File: src/rtl/dtw_ctrl.sv
// dtw_ctrl: run sequencer that streams reference-ROM and camera samples into the dtw engine,
// supervises the run with a timeout and reports a latched score. Option macro: DTW_CTRL_THRESH_EN.
module dtw_ctrl #(
  parameter int DATA_WIDTH = 10,
  parameter int SIZE       = 602,
  parameter int ADDR_WIDTH = 10,
  parameter int TIMEOUT    = 8192
) (
  input  logic                  clk,
  input  logic                  rst,
  input  logic                  start,
  output logic                  busy,
  output logic [ADDR_WIDTH-1:0] ref_addr,
  input  logic [DATA_WIDTH-1:0] ref_rdata,
  input  logic                  cam_valid,
  input  logic [DATA_WIDTH-1:0] cam_data,
  output logic                  cam_ready,
  output logic                  dtw_ready,
  output logic [DATA_WIDTH-1:0] dtw_refer,
  output logic [DATA_WIDTH-1:0] dtw_camera,
  input  logic                  dtw_ready_refer,
  input  logic                  dtw_ready_camera,
  input  logic                  dtw_done,
  input  logic [DATA_WIDTH-1:0] dtw_score,
  output logic [DATA_WIDTH-1:0] score,
  output logic                  score_valid,
  output logic                  error
`ifdef DTW_CTRL_THRESH_EN
  ,
  input  logic [DATA_WIDTH-1:0] threshold,
  output logic                  match
`endif
);

  localparam int CW = $clog2(SIZE + 1);
  localparam int TW = $clog2(TIMEOUT + 1);
  localparam logic [CW-1:0]         SIZE_C    = CW'(SIZE);
  localparam logic [TW-1:0]         TIMEOUT_C = TW'(TIMEOUT);
  localparam logic [ADDR_WIDTH-1:0] ADDR_MAX  = '1;

  typedef enum logic [2:0] {
    S_IDLE,
    S_PRIME1,
    S_PRIME2,
    S_RUN,
    S_WAIT_DONE,
    S_REPORT,
    S_ERR
  } state_t;

  state_t                state;
  logic [CW-1:0]         ref_cnt;
  logic [CW-1:0]         cam_cnt;
  logic [TW-1:0]         timer;
  logic [TW-1:0]         timer_inc;
  logic [DATA_WIDTH-1:0] ref_next;
  logic                  underflow;
  logic                  ref_take;

  // NOTE: pure continuous assigns for the request decode; nothing here can hold state, so no latch.
  assign cam_ready = (state == S_RUN) && dtw_ready_camera && (cam_cnt < SIZE_C);
  assign ref_take  = (state == S_RUN) && dtw_ready_refer && (ref_cnt < SIZE_C);
  assign timer_inc = timer + 1'b1;

  // ref_rdata is expected to reflect the current ref_addr, so ref_next always holds
  // the sample the engine will receive on its next reference request.
  // NOTE: all state below uses non-blocking assignments so every register sees pre-edge values.
  always_ff @(posedge clk or posedge rst) begin
    if (rst) begin
      state       <= S_IDLE;
      busy        <= 1'b0;
      ref_addr    <= '0;
      ref_next    <= '0;
      ref_cnt     <= '0;
      cam_cnt     <= '0;
      timer       <= '0;
      underflow   <= 1'b0;
      dtw_ready   <= 1'b0;
      dtw_refer   <= '0;
      dtw_camera  <= '0;
      score       <= '0;
      score_valid <= 1'b0;
      error       <= 1'b0;
`ifdef DTW_CTRL_THRESH_EN
      match       <= 1'b0;
`endif
    end else begin
      score_valid <= 1'b0;
      case (state)
        S_IDLE, S_ERR: begin
          if (start) begin
            ref_cnt   <= '0;
            cam_cnt   <= '0;
            timer     <= '0;
            underflow <= 1'b0;
            ref_addr  <= '0;
            error     <= 1'b0;
            busy      <= 1'b1;
            state     <= S_PRIME1;
          end
        end

        S_PRIME1: state <= S_PRIME2;

        S_PRIME2: begin
          ref_next  <= ref_rdata;
          ref_addr  <= ADDR_WIDTH'(1);
          dtw_ready <= 1'b1;
          state     <= S_RUN;
        end

        S_RUN, S_WAIT_DONE: begin
          timer <= timer_inc;
          if (ref_take) begin
            dtw_refer <= ref_next;
            ref_next  <= ref_rdata;
            ref_cnt   <= ref_cnt + 1'b1;
            if (ref_addr != ADDR_MAX) ref_addr <= ref_addr + 1'b1;
          end
          // The engine cannot stall, so a missing camera sample still burns its slot.
          if (cam_ready) begin
            if (cam_valid) dtw_camera <= cam_data;
            else           underflow  <= 1'b1;
            cam_cnt <= cam_cnt + 1'b1;
          end

          if (dtw_done) begin
            score       <= dtw_score;
            score_valid <= 1'b1;
            dtw_ready   <= 1'b0;
            state       <= S_REPORT;
          end else if (timer_inc >= TIMEOUT_C) begin
            dtw_ready <= 1'b0;
            busy      <= 1'b0;
            error     <= 1'b1;
`ifdef DTW_CTRL_THRESH_EN
            match     <= 1'b0;
`endif
            state     <= S_ERR;
          end else if (state == S_RUN && ref_cnt == SIZE_C && cam_cnt == SIZE_C) begin
            state <= S_WAIT_DONE;
          end
        end

        S_REPORT: begin
          busy <= 1'b0;
`ifdef DTW_CTRL_THRESH_EN
          match <= (score <= threshold) && !underflow;
`endif
          if (underflow) begin
            error <= 1'b1;
            state <= S_ERR;
          end else begin
            state <= S_IDLE;
          end
        end

        default: begin
          busy      <= 1'b0;
          dtw_ready <= 1'b0;
          state     <= S_IDLE;
        end
      endcase
    end
  end

endmodule
File: config.mk
export PLATFORM = sky130hd
export DESIGN_NAME = dtw_ctrl
export DESIGN_NICKNAME = d
export VERILOG_FILES = /design/src/rtl/dtw_ctrl.sv
export SDC_FILE = /design/constraint.sdc
export NUM_CORES = 1
export LEC_CHECK = 0
export CAP_MARGIN = 20
export CELL_PAD_IN_SITES_DETAIL_PLACEMENT = 1
export CELL_PAD_IN_SITES_GLOBAL_PLACEMENT = 1
export CORE_ASPECT_RATIO = 1.4
export CORE_MARGIN = 8
export CORE_UTILIZATION = 25
export CTS_BUF_LIST = sky130_fd_sc_hd__clkbuf_4 sky130_fd_sc_hd__clkbuf_8
export DETAILED_ROUTE_END_ITERATION = 8
export PLACE_DENSITY_LB_ADDON = 0.1
export SYNTH_ARGS = -nofsm -noshare
export SYNTH_HDL_FRONTEND = slang
export SYNTH_SLANG_ARGS = --single-unit
File: constraint.sdc
create_clock -name clk -period 6.8 [get_ports clk]
set_clock_uncertainty 0.2 [all_clocks]
set_input_delay 1.02 -clock clk [delete_from_list [all_inputs] [get_ports clk]]
set_output_delay 1.02 -clock clk [all_outputs]
set_load 0.1 [all_outputs]
Word-level counts from Yosys, hierarchy flattened
Index checks and enable logic that the tools add are counted.

Output and inout bits: 45. Input bits: 37. Flip-flop bits (word level): 92.

Equality and inequality tests: 19. Bitwise gates (word level): 2. Reductions and logical operators: 28. $add $sub $neg: 4. $lt $le $gt $ge: 3. Multiplexer cells: 34.

Operators by type and width (number): two-way mux 10 bit (6); one-hot mux 10 bit (2 select lines) (3); adder 10 x 1 -> 10 bit (second input constant) (3); one-hot mux 10 bit (3 select lines) (1); one-hot mux 14 bit (2 select lines) (1); equality test 10 bit (second input constant) (2); less-than comparator 10 bit (second input constant) (2); != test 2 bit (second input constant) (8); two-way mux 3 bit (5); one-hot mux 3 bit (5 select lines) (1); adder 14 x 1 -> 14 bit (second input constant) (1); >= comparator 14 bit (second input constant) (1); two-way mux 14 bit (1); two-way mux 1 bit (12); AND reduction 2 bit (6); AND reduction 4 bit (3); != test 10 bit (second input constant) (1); equality test 3 bit (second input constant) (3); one-hot mux 1 bit (3 select lines) (3); AND reduction 3 bit (3); equality test 3 x 2 -> 1 bit (second input constant) (2); logical AND 1 bit (6); nonzero test 3 bit (2); OR reduction 2 bit (3); other kinds (9) (11).

Longest topological paths before layout
Gate-level depths: netlist (run 1).

Depth after elaboration: 7. Depth in mapped cells: 8.

Worst setup path after synthesis (run 1)
Ideal clock, no wire load.

Path kind: input to output. Start point: input dtw_ready_camera. End point: output cam_ready. Required time: 5.580 ns. Data arrival time: 2.504 ns. Stages: 2. Setup slack: 3.076 ns. Cells stage by stage: nand2_1 -> nor2_1.

Longest elaborated chain between the ends: 2.

Ends and longest elaborated chain: from (decl) (RTL line 22) `input logic dtw_ready_camera,`; logical AND 1 bit (2 in series) (RTL line 61) `assign cam_ready = (state == S_RUN) && dtw_ready_camera && (cam_cnt < SIZE_C);`; to (decl) (RTL line 17) `output logic cam_ready,`.

No other way between the ends.

Final worst setup path (run 1)
Start point: register state[0]. End point: output cam_ready.

Longest elaborated chain between the ends: 3.

Ends and longest elaborated chain: from (decl) (RTL line 51) `state_t state;`; from (signal assigned) (RTL line 70) `state <= S_IDLE;`; from (signal assigned) (RTL line 99) `state <= S_PRIME1;`; from (signal assigned) (RTL line 103) `S_PRIME1: state <= S_PRIME2;`; equality test 3 x 2 -> 1 bit (RTL line 61); logical AND 1 bit (2 in series) (RTL line 61).

No other way between the ends.

==> flow_metrics.py, run 1 <==
metrics = {
    "final_layout": {
        "insertedDiodeCount": 0,
        "fillers": 2096,
        "drive_gt1_share_pct": 12.64,
        "syn_to_final_growth_pct": 27.47,
        "nets": 568,
        "regArea_um2": 2302,
        "multi_input_area_um2": 2150,
        "stdcell_count": 770,
    },
    "detailed_routing": {
        "dr.pass1.iters": 4,
        "wire_per_inst_um": 16.71,
        "routed_wl_um": 12870,
        "drtIter0Drc": 123,
        "drc": 0,
        "vias": 3683,
        "ant_nets": 0,
        "vias_per_cell": 4.783,
    },
    "die": {
        "start_util_pct": 25.56,
        "die_x_um": 130.7,
        "ios": 82,
        "std_cell_rows": 58,
        "fp.dieArea_um2": 23060,
        "die_h_um": 176.5,
        "core_um2": 18000,
    },
    "logic_synthesis": {
        "syn_area_um2": 4601,
        "synth_fp_nets": 490,
        "avgSynthCellArea_um2": 10.29,
        "synth-async-reset-ratio_pct": 100.0,
        "yosysTopAreaCell": "dfrtp_1",
        "ys_ff_latch": 92,
        "synth_cells": 447,
        "synth_edf_count": 0,
        "synthDominantCellAreaShare_pct": 50.04,
        "yosysSeqAreaShare_pct": 50.04,
        "synthTopCellsByArea": "dfrtp_1 50%, nand2_1 6.0%, mux2_2 5.1%",
        "ys_warn_count": 0,
        "synth_ff_type": "dfrtp_1",
        "synth_cell_type_count": 54,
    },
    "clocking": {
        "clock-sinks": 92,
        "ctsHoldBuffers": 0,
        "cts_tree": "done",
        "clkTransAtPathRegs_ns": 0.11,
        "cts_buffer_depth": 2,
        "htreeDepth": 3,
        "numCtsBuffers": 9,
        "cts_setup_buffers": 0,
        "root_buffer": "clkbuf_8",
        "clock_latency_ns": 0.38,
        "cts_resized": 0,
    },
    "sta": {
        "period_needed_ns": 4.440,
        "hold_viol": 0,
        "worst_hold_slack_ns": 0.2872,
        "clock.fmax_ghz": 0.2252,
        "drv_slew": 0,
        "slew_headroom_pct": 31.59,
        "tns_ns": 0,
        "setup_viol": 0,
        "rsz0062_at_grt": "no",
        "worst_slew_pin_slew_ns": 1.023,
        "period_share_pct": 65.30,
    },
    "place": {
        "dp.cells": 754,
        "place_congestion": 0.7364,
        "io_buffers": 81,
        "hpwl_um": 9140,
    },
    "power_and_ir_drop": {
        "leakage_uw": 0.002452,
        "p_per_area_nw_per_um2": 486.6,
        "peakVddDrop_uv": 232.6,
    },
    "status": {
        "outcome": "finished clean",
    },
    "grt": {
        "grt_max_degree": 50,
        "gr-total-overflow": 0,
        "antenna_found_initial": 0,
        "track_usage_pct": 11.79,
        "grt_pass1_wl_um": 21340,
        "grt_pass1_vias": 4120,
    },
    "critical_path": {
        "required_ns": 5.58,
        "arrival_ns": 3.22,
        "start_kind": "flip-flop",
        "worstPathMaxFanout": 16,
        "crit_type": "flip-flop to output pin",
        "crit_path_end_kind": "output pin",
    },
    "hold_path": {
        "hp-class": "flip-flop to flip-flop",
    },
    "run": {
        "cap_viol_max_count": 0,
    },
}
## cell usage after synthesis, types with 6 or more instances
master,instances
o31ai_1,12
xnor2_1,9
nor4_1,8
ha_1,6
o21ai_0,9
nand4_1,9
mux2i_1,15
dfrtp_1,92
a21oi_1,19
nand2b_1,7
nor2_1,32
inv_1,15
mux2_4,10
mux2_2,21
nand2_1,73
nand3_1,24
buf_2,6
or4_1,10
## path summary, 6_finish.rpt
| check | slack (ns) | start | end | cells past startpoint |
|---|---|---|---|---|
| setup / recovery | 2.36 | state[0]$_DFFE_PP0P_ | cam_ready | 4 |
| hold / removal | 0.29 | ref_next[1]$_DFFE_PP0P_ | dtw_refer[1]$_DFFE_PP0P_ | 2 |
| setup reg to reg | 3.96 | state[0]$_DFFE_PP0P_ | ref_next[2]$_DFFE_PP0P_ | 5 |
| hold reg to reg | 0.29 | ref_next[1]$_DFFE_PP0P_ | dtw_refer[1]$_DFFE_PP0P_ | 2 |
| max in group asynchronous | 4.36 | rst | ref_addr[0]$_DFFE_PP0P_ | 3 |
| min in group asynchronous | 0.88 | rst | score[4]$_DFFE_PP0P_ | 2 |
## layer usage
layer	vias up	part of all wire, %	global-route usage (%)
met5	-	0	0
met4	0	1.6	4.561
met3	15	5.1	3.110
met2	66	50	20.14
met1	1865	43	13.68
li1	1737	-	-
## through the flow
step	cell area (µm²)	total power [µW]	setup WS, ns	utilization [%]
after global routing	5864	3010	2.189	32.58
after CTS	5864	2904	2.280	32.58
after global placement	5635	2424	2.448	31.31
final	5864	2853	2.360	32.58
after floorplan	4601	2061	3.076	-
after detailed placement	5635	2451	2.429	31.31
## flip-flops by register name (all words and copies together), names as in the netlist, 3 cells and up
register    flops
ref_cnt        10
ref_addr       10
score          10
state           3
timer          14
cam_cnt        10
dtw_refer      10
dtw_camera     10
ref_next       10
## cells in the final DEF, fill, tap and decap left out, types with 2 or more instances in the layout
cell type | synthesis | routed
mux2_4 | 10 | 10
xnor2_1 | 9 | 9
bufinv_16 | 0 | 2
nand2_1 | 73 | 73
a21oi_2 | 3 | 3
o21ai_1 | 5 | 5
or4_1 | 10 | 10
nor4_2 | 4 | 4
nor3_1 | 4 | 3
inv_1 | 15 | 14
o21ai_0 | 9 | 9
mux2_2 | 21 | 21
nor2_1 | 32 | 32
nand2b_1 | 7 | 7
nor4_1 | 8 | 8
or3_1 | 3 | 3
or2_1 | 2 | 2
nand4_1 | 9 | 9
o21a_1 | 4 | 4
dfrtp_1 | 92 | 92
mux2i_1 | 15 | 15
or2_2 | 4 | 4
nand3_1 | 24 | 24
a21oi_1 | 19 | 19
clkbuf_8 | 0 | 9
o221ai_1 | 2 | 2
o31ai_1 | 12 | 12
ha_1 | 6 | 6
nor2b_1 | 2 | 2
inv_6 | 0 | 2
clkdlybuf4s50_1 | 0 | 81
buf_4 | 4 | 2
and3_1 | 5 | 5
## logic make-up after synthesis
kind of cell	Yosys count	synth area share, %
DFF	92	50.04
xor gates and xnor gates	10	1.904
muxes	46	11.67
and+or+nand+nor	196	21.49
AOI/OAI and AO/OA	66	9.927
adders and majority gates	6	1.632
buffers and inverters	31	3.345
## critical path: stages (launching register included)
cell and delay, ns:
dfrtp_1 0.71, and3b_1 0.41, nand2_1 0.25, nor2_1 0.27, clkdlybuf4s50_1 1.20
## report_power, final
part | switching (µW) | leakage [µW] | total, µW | internal [µW]
clock | 219 | 0.000112 | 432 | 213
combinational | 1150 | 0.00115 | 1570 | 430
sequential | 138 | 0.00119 | 846 | 708
## area by class of cell
class / count / share of cell area [%]
Clock buffer: 9 / 2.112
Inverter: 15 / 0.9814
Tap cell: 240 / 5.121
Clock inverter: 7 / 1.792
Multi-Input combinational cell: 324 / 36.65
Sequential cell: 92 / 39.26
Timing Repair Buffer: 83 / 14.08
No activity file was read; power rests on OpenSTA's default activity.
==> run 2: changes to the inputs <==
Clock period 6.8 ns to 3.6 ns, I/O delays scaled along.
==> flow_metrics.py, run 2 (synthesized netlist as in run 1, its figures left out) <==
metrics = {
    "critical_path": {
        "rrSetupSlack_ns": 0.86,
        "r2r_start": "state[1]$_DFFE_PP0P_",
        "worstPathMaxFanout": 12,
        "crit_type": "flip-flop to output pin",
        "arrival_ns": 2.36,
        "start_kind": "flip-flop",
        "crit_path_end_kind": "output pin",
        "setup.worst_path.start": "state[1]$_DFFE_PP0P_",
        "required_ns": 2.86,
    },
    "final_layout": {
        "syn_to_final_growth_pct": 27.14,
        "regArea_um2": 2302,
        "final_cell_mix": "92 x dfrtp_1, 76 x clkdlybuf4s50_1, 73 x nand2_1",
        "mostFrequentLayoutCell": "dfrtp_1",
        "largest_reg_flops": 14,
        "finalInstanceArea_um2": 5849,
        "drive_gt1_share_pct": 13.72,
        "multi_input_area_um2": 2145,
        "nets": 571,
        "top_register": "timer",
        "insertedDiodeCount": 0,
        "fillers": 2104,
    },
    "place": {
        "io_buffers": 81,
        "hpwl_um": 9259,
        "place_congestion": 0.7347,
        "place_ws_ns": 0.6959,
        "place_area_um2": 5653,
    },
    "grt": {
        "grt_pass1_wl_um": 21490,
        "gr-total-overflow": 0,
        "track_usage_pct": 11.85,
        "grt_pass1_vias": 4083,
        "grt_max_degree": 59,
        "antenna_found_initial": 0,
    },
    "clocking": {
        "htreeDepth": 3,
        "clock-sinks": 92,
        "cts_resized": 0,
        "clkTransAtPathRegs_ns": 0.10,
        "ctsHoldBuffers": 0,
        "clock_latency_ns": 0.38,
        "numCtsBuffers": 9,
        "cts_tree": "done",
        "cts_buffer_depth": 2,
        "root_buffer": "clkbuf_8",
        "cts_setup_buffers": 0,
    },
    "status": {
        "outcome": "finished clean",
    },
    "sta": {
        "period_share_pct": 86.19,
        "clock.fmax_ghz": 0.3223,
        "rsz0062_at_grt": "no",
        "layout_setup_ws_ns": 0.4971,
        "tns_ns": 0,
        "drv_slew": 0,
        "hold_viol": 0,
        "period_needed_ns": 3.103,
        "setup_viol": 0,
        "slew_headroom_pct": 31.80,
        "worst_slew_pin_slew_ns": 1.020,
    },
    "detailed_routing": {
        "ant_nets": 0,
        "vias": 3676,
        "wire_per_inst_um": 16.78,
        "drtIter0Drc": 148,
        "drc": 0,
        "vias_per_cell": 4.762,
        "routed_wl_um": 12950,
        "dr.pass1.iters": 4,
    },
    "die": {
        "die_h_um": 176.5,
        "die_x_um": 130.7,
        "core_um2": 18000,
        "fp.dieArea_um2": 23060,
        "std_cell_rows": 58,
        "ios": 82,
        "start_util_pct": 25.56,
    },
    "hold_path": {
        "hp-class": "flip-flop to flip-flop",
        "worstHoldStart": "ref_next[6]$_DFFE_PP0P_",
    },
    "power_and_ir_drop": {
        "leakage_uw": 0.002462,
        "peakVddDrop_uv": 472.4,
        "p_per_area_nw_per_um2": 907.8,
        "total_power_uw": 5310,
    },
    "run": {
        "cap_viol_max_count": 0,
    },
}
## run 2: cell types whose count changed in the layout (fill, tap and decap cells not counted), sizes merged
cell / delta
buf: +8
clkdlybuf4s50: -5
bufinv: -1
clkinv: +1
inv: -1
## run 2: power by group
part / leakage (µW) / total [µW] / internal (µW) / switching (µW)
Combinational: 0.00118 / 3010 / 819 / 2190
Sequential: 0.00119 / 1570 / 1340 / 230
Clock: 0.0000963 / 731 / 325 / 407
## run 2: final timing paths
kind / to / cells after the start
min reg2reg: dtw_refer[6]$_DFFE_PP0P_ / 2
max reg2reg: ref_next[9]$_DFFE_PP0P_ / 5
max: cam_ready / 4
max in group asynchronous: dtw_ready$_DFFE_PP0P_ / 3
min in group asynchronous: dtw_refer[2]$_DFFE_PP0P_ / 2
min: dtw_refer[6]$_DFFE_PP0P_ / 2
## run 2: critical path, stage by stage, from the launching register on
cell,delay [ns]
dfrtp_1,0.60
and3b_1,0.46
nand2_1,0.29
nor2_1,0.29
buf_4,0.35
## run 2: stage by stage
stage	std cells	util (%)	hold slack, ns
3_5_place_dp	757	31.41	0.2602
2_1_floorplan	447	-	0.2389
4_1_cts	772	32.50	0.2863
6_report	772	32.50	0.2802
5_1_grt	772	32.50	0.3007
3_3_place_gp	757	31.41	0.2619
## run 2: per-layer routing
| metal | share of wire, % | GRT usage, % | vias to the layer above |
|---|---|---|---|
| met2 | 51 | 19.92 | 56 |
| met5 | 0 | 0 | - |
| met1 | 42 | 13.74 | 1865 |
| met4 | 2.1 | 5.713 | 0 |
| li1 | - | - | 1742 |
| met3 | 4.9 | 2.868 | 13 |
## run 2: final cells by class
| class | instances | area share (%) |
|---|---|---|
| tap | 240 | 5.134 |
| sequential | 92 | 39.36 |
| timing repair buffer | 86 | 14.50 |
| clock buffer | 9 | 2.118 |
| inverter | 15 | 0.9840 |
| clock inverter | 6 | 1.241 |
| multi-input combinational | 324 | 36.66 |
==> run 3: changes to the inputs <==
Settings changed: SETUP_SLACK_MARGIN set to 0.1.
Clock period 3.6 ns to 3.3 ns, I/O delays scaled along.
==> flow_metrics.py, run 3 (synthesized netlist as in run 1, its figures left out) <==
metrics = {
    "status": {
        "outcome": "finished clean",
    },
    "sta": {
        "slew_headroom_pct": 43.57,
        "rsz0062_at_grt": "no",
        "drv_slew": 0,
        "period_needed_ns": 2.953,
        "hold_viol": 0,
        "worst_slew_pin_slew_ns": 0.8464,
        "tns_ns": 0,
        "period_share_pct": 89.49,
        "setup_viol": 0,
        "clock.fmax_ghz": 0.3386,
    },
    "final_layout": {
        "stdcell_count": 776,
        "multi_input_area_um2": 2145,
        "top_register": "timer",
        "drive_gt1_share_pct": 21.83,
        "largest_reg_flops": 14,
        "final_cell_mix": "92 x dfrtp_1, 73 x nand2_1, 51 x buf_4",
        "nets": 574,
        "syn_to_final_growth_pct": 25.86,
        "insertedDiodeCount": 0,
        "fillers": 2129,
        "regArea_um2": 2302,
        "mostFrequentLayoutCell": "dfrtp_1",
    },
    "detailed_routing": {
        "vias": 3674,
        "dr.pass1.iters": 4,
        "vias_per_cell": 4.735,
        "wire_per_inst_um": 16.91,
        "ant_nets": 0,
        "routed_wl_um": 13120,
        "drc": 0,
        "drtIter0Drc": 108,
    },
    "clocking": {
        "clock_latency_ns": 0.39,
        "cts_setup_buffers": 0,
        "root_buffer": "clkbuf_8",
        "htreeDepth": 3,
        "numCtsBuffers": 9,
        "clock-sinks": 92,
        "cts_tree": "done",
        "ctsHoldBuffers": 0,
        "clkTransAtPathRegs_ns": 0.11,
        "cts_resized": 0,
        "cts_buffer_depth": 2,
    },
    "grt": {
        "grt_pass1_wl_um": 21660,
        "gr-total-overflow": 0,
        "track_usage_pct": 12.04,
        "grt_pass1_vias": 4018,
        "antenna_found_initial": 0,
        "grt_max_degree": 93,
    },
    "run": {
        "cap_viol_max_count": 0,
    },
    "place": {
        "io_buffers": 81,
        "hpwl_um": 9318,
        "place_congestion": 0.7452,
        "dp.cells": 760,
    },
    "power_and_ir_drop": {
        "p_per_area_nw_per_um2": 1002,
        "peakVddDrop_uv": 527.3,
        "leakage_uw": 0.002532,
    },
    "hold_path": {
        "hp-class": "flip-flop to flip-flop",
    },
    "die": {
        "die_x_um": 130.7,
        "fp.dieArea_um2": 23060,
        "std_cell_rows": 58,
        "die_h_um": 176.5,
        "core_um2": 18000,
        "ios": 82,
        "start_util_pct": 25.56,
    },
    "critical_path": {
        "endpoint": "cam_ready",
        "rrSetupSlack_ns": 0.72,
        "required_ns": 2.60,
        "reg2reg_to": "ref_addr[8]$_DFFE_PP0P_",
        "setup.worst_path.start": "state[1]$_DFFE_PP0P_",
        "arrival_ns": 2.26,
        "worstPathMaxFanout": 12,
        "start_kind": "flip-flop",
        "crit_type": "flip-flop to output pin",
        "r2r_start": "state[1]$_DFFE_PP0P_",
        "worstRegToRegCells": 5,
        "crit_path_end_kind": "output pin",
    },
}
run 3: critical path, cell delays in order, from the launching register on:
cell	delay (ns)
dfrtp_1	0.58
and3b_1	0.43
nand2_1	0.28
nor2_1	0.36
buf_12	0.23
run 3: metrics by stage:
step                      instance area (µm²)  util, %  worst slack [ns]  total power, µW  hold WS, ns
final                                    5791    32.17            0.3468             5803       0.2872
after global routing                     5791    32.17            0.1536             6135       0.3268
after CTS                                5791    32.17            0.2822             5906       0.2941
after detailed placement                 5588    31.05            0.7060             5037       0.2557
after global placement                   5588    31.05            0.7126             4981       0.2560
after floorplan                          4601        -            0.2130             4246       0.2389
run 3: how the worst min path moves through the flow:
stage                                  startpoint                        to  slack (ns)  cells past startpoint
final                     ref_next[0]$_DFFE_PP0P_  dtw_refer[0]$_DFFE_PP0P_        0.29                      2
after detailed placement  ref_next[0]$_DFFE_PP0P_  dtw_refer[0]$_DFFE_PP0P_        0.26                      2
after global placement    ref_next[4]$_DFFE_PP0P_  dtw_refer[4]$_DFFE_PP0P_        0.26                      2
after global routing      ref_next[1]$_DFFE_PP0P_  dtw_refer[1]$_DFFE_PP0P_        0.33                      2
after CTS                 ref_next[0]$_DFFE_PP0P_  dtw_refer[0]$_DFFE_PP0P_        0.29                      2
after floorplan           ref_next[0]$_DFFE_PP0P_  dtw_refer[0]$_DFFE_PP0P_        0.24                      2
run 3: cell type report:
class | instances | area share, %
flip-flops and latches | 92 | 39.76
multi-input cells | 324 | 37.04
repair buffers | 89 | 13.53
well taps | 240 | 5.186
clock buffers | 10 | 2.269
clock inverters | 6 | 1.232
inverters | 15 | 0.9940
run 3: power by group:
part	total [µW]	internal, µW	switching [µW]
registers	1720	1460	256
logic	3250	850	2400
clock network	832	366	466
run 3: layer usage:
metal / global-route usage (%) / routed length (µm) / up-vias
li1: - / - / 1756
met5: 0 / 0 / -
met1: 13.73 / 5617 / 1848
met4: 5.713 / 276 / 0
met3: 2.325 / 488 / 14
met2: 20.98 / 6742 / 56
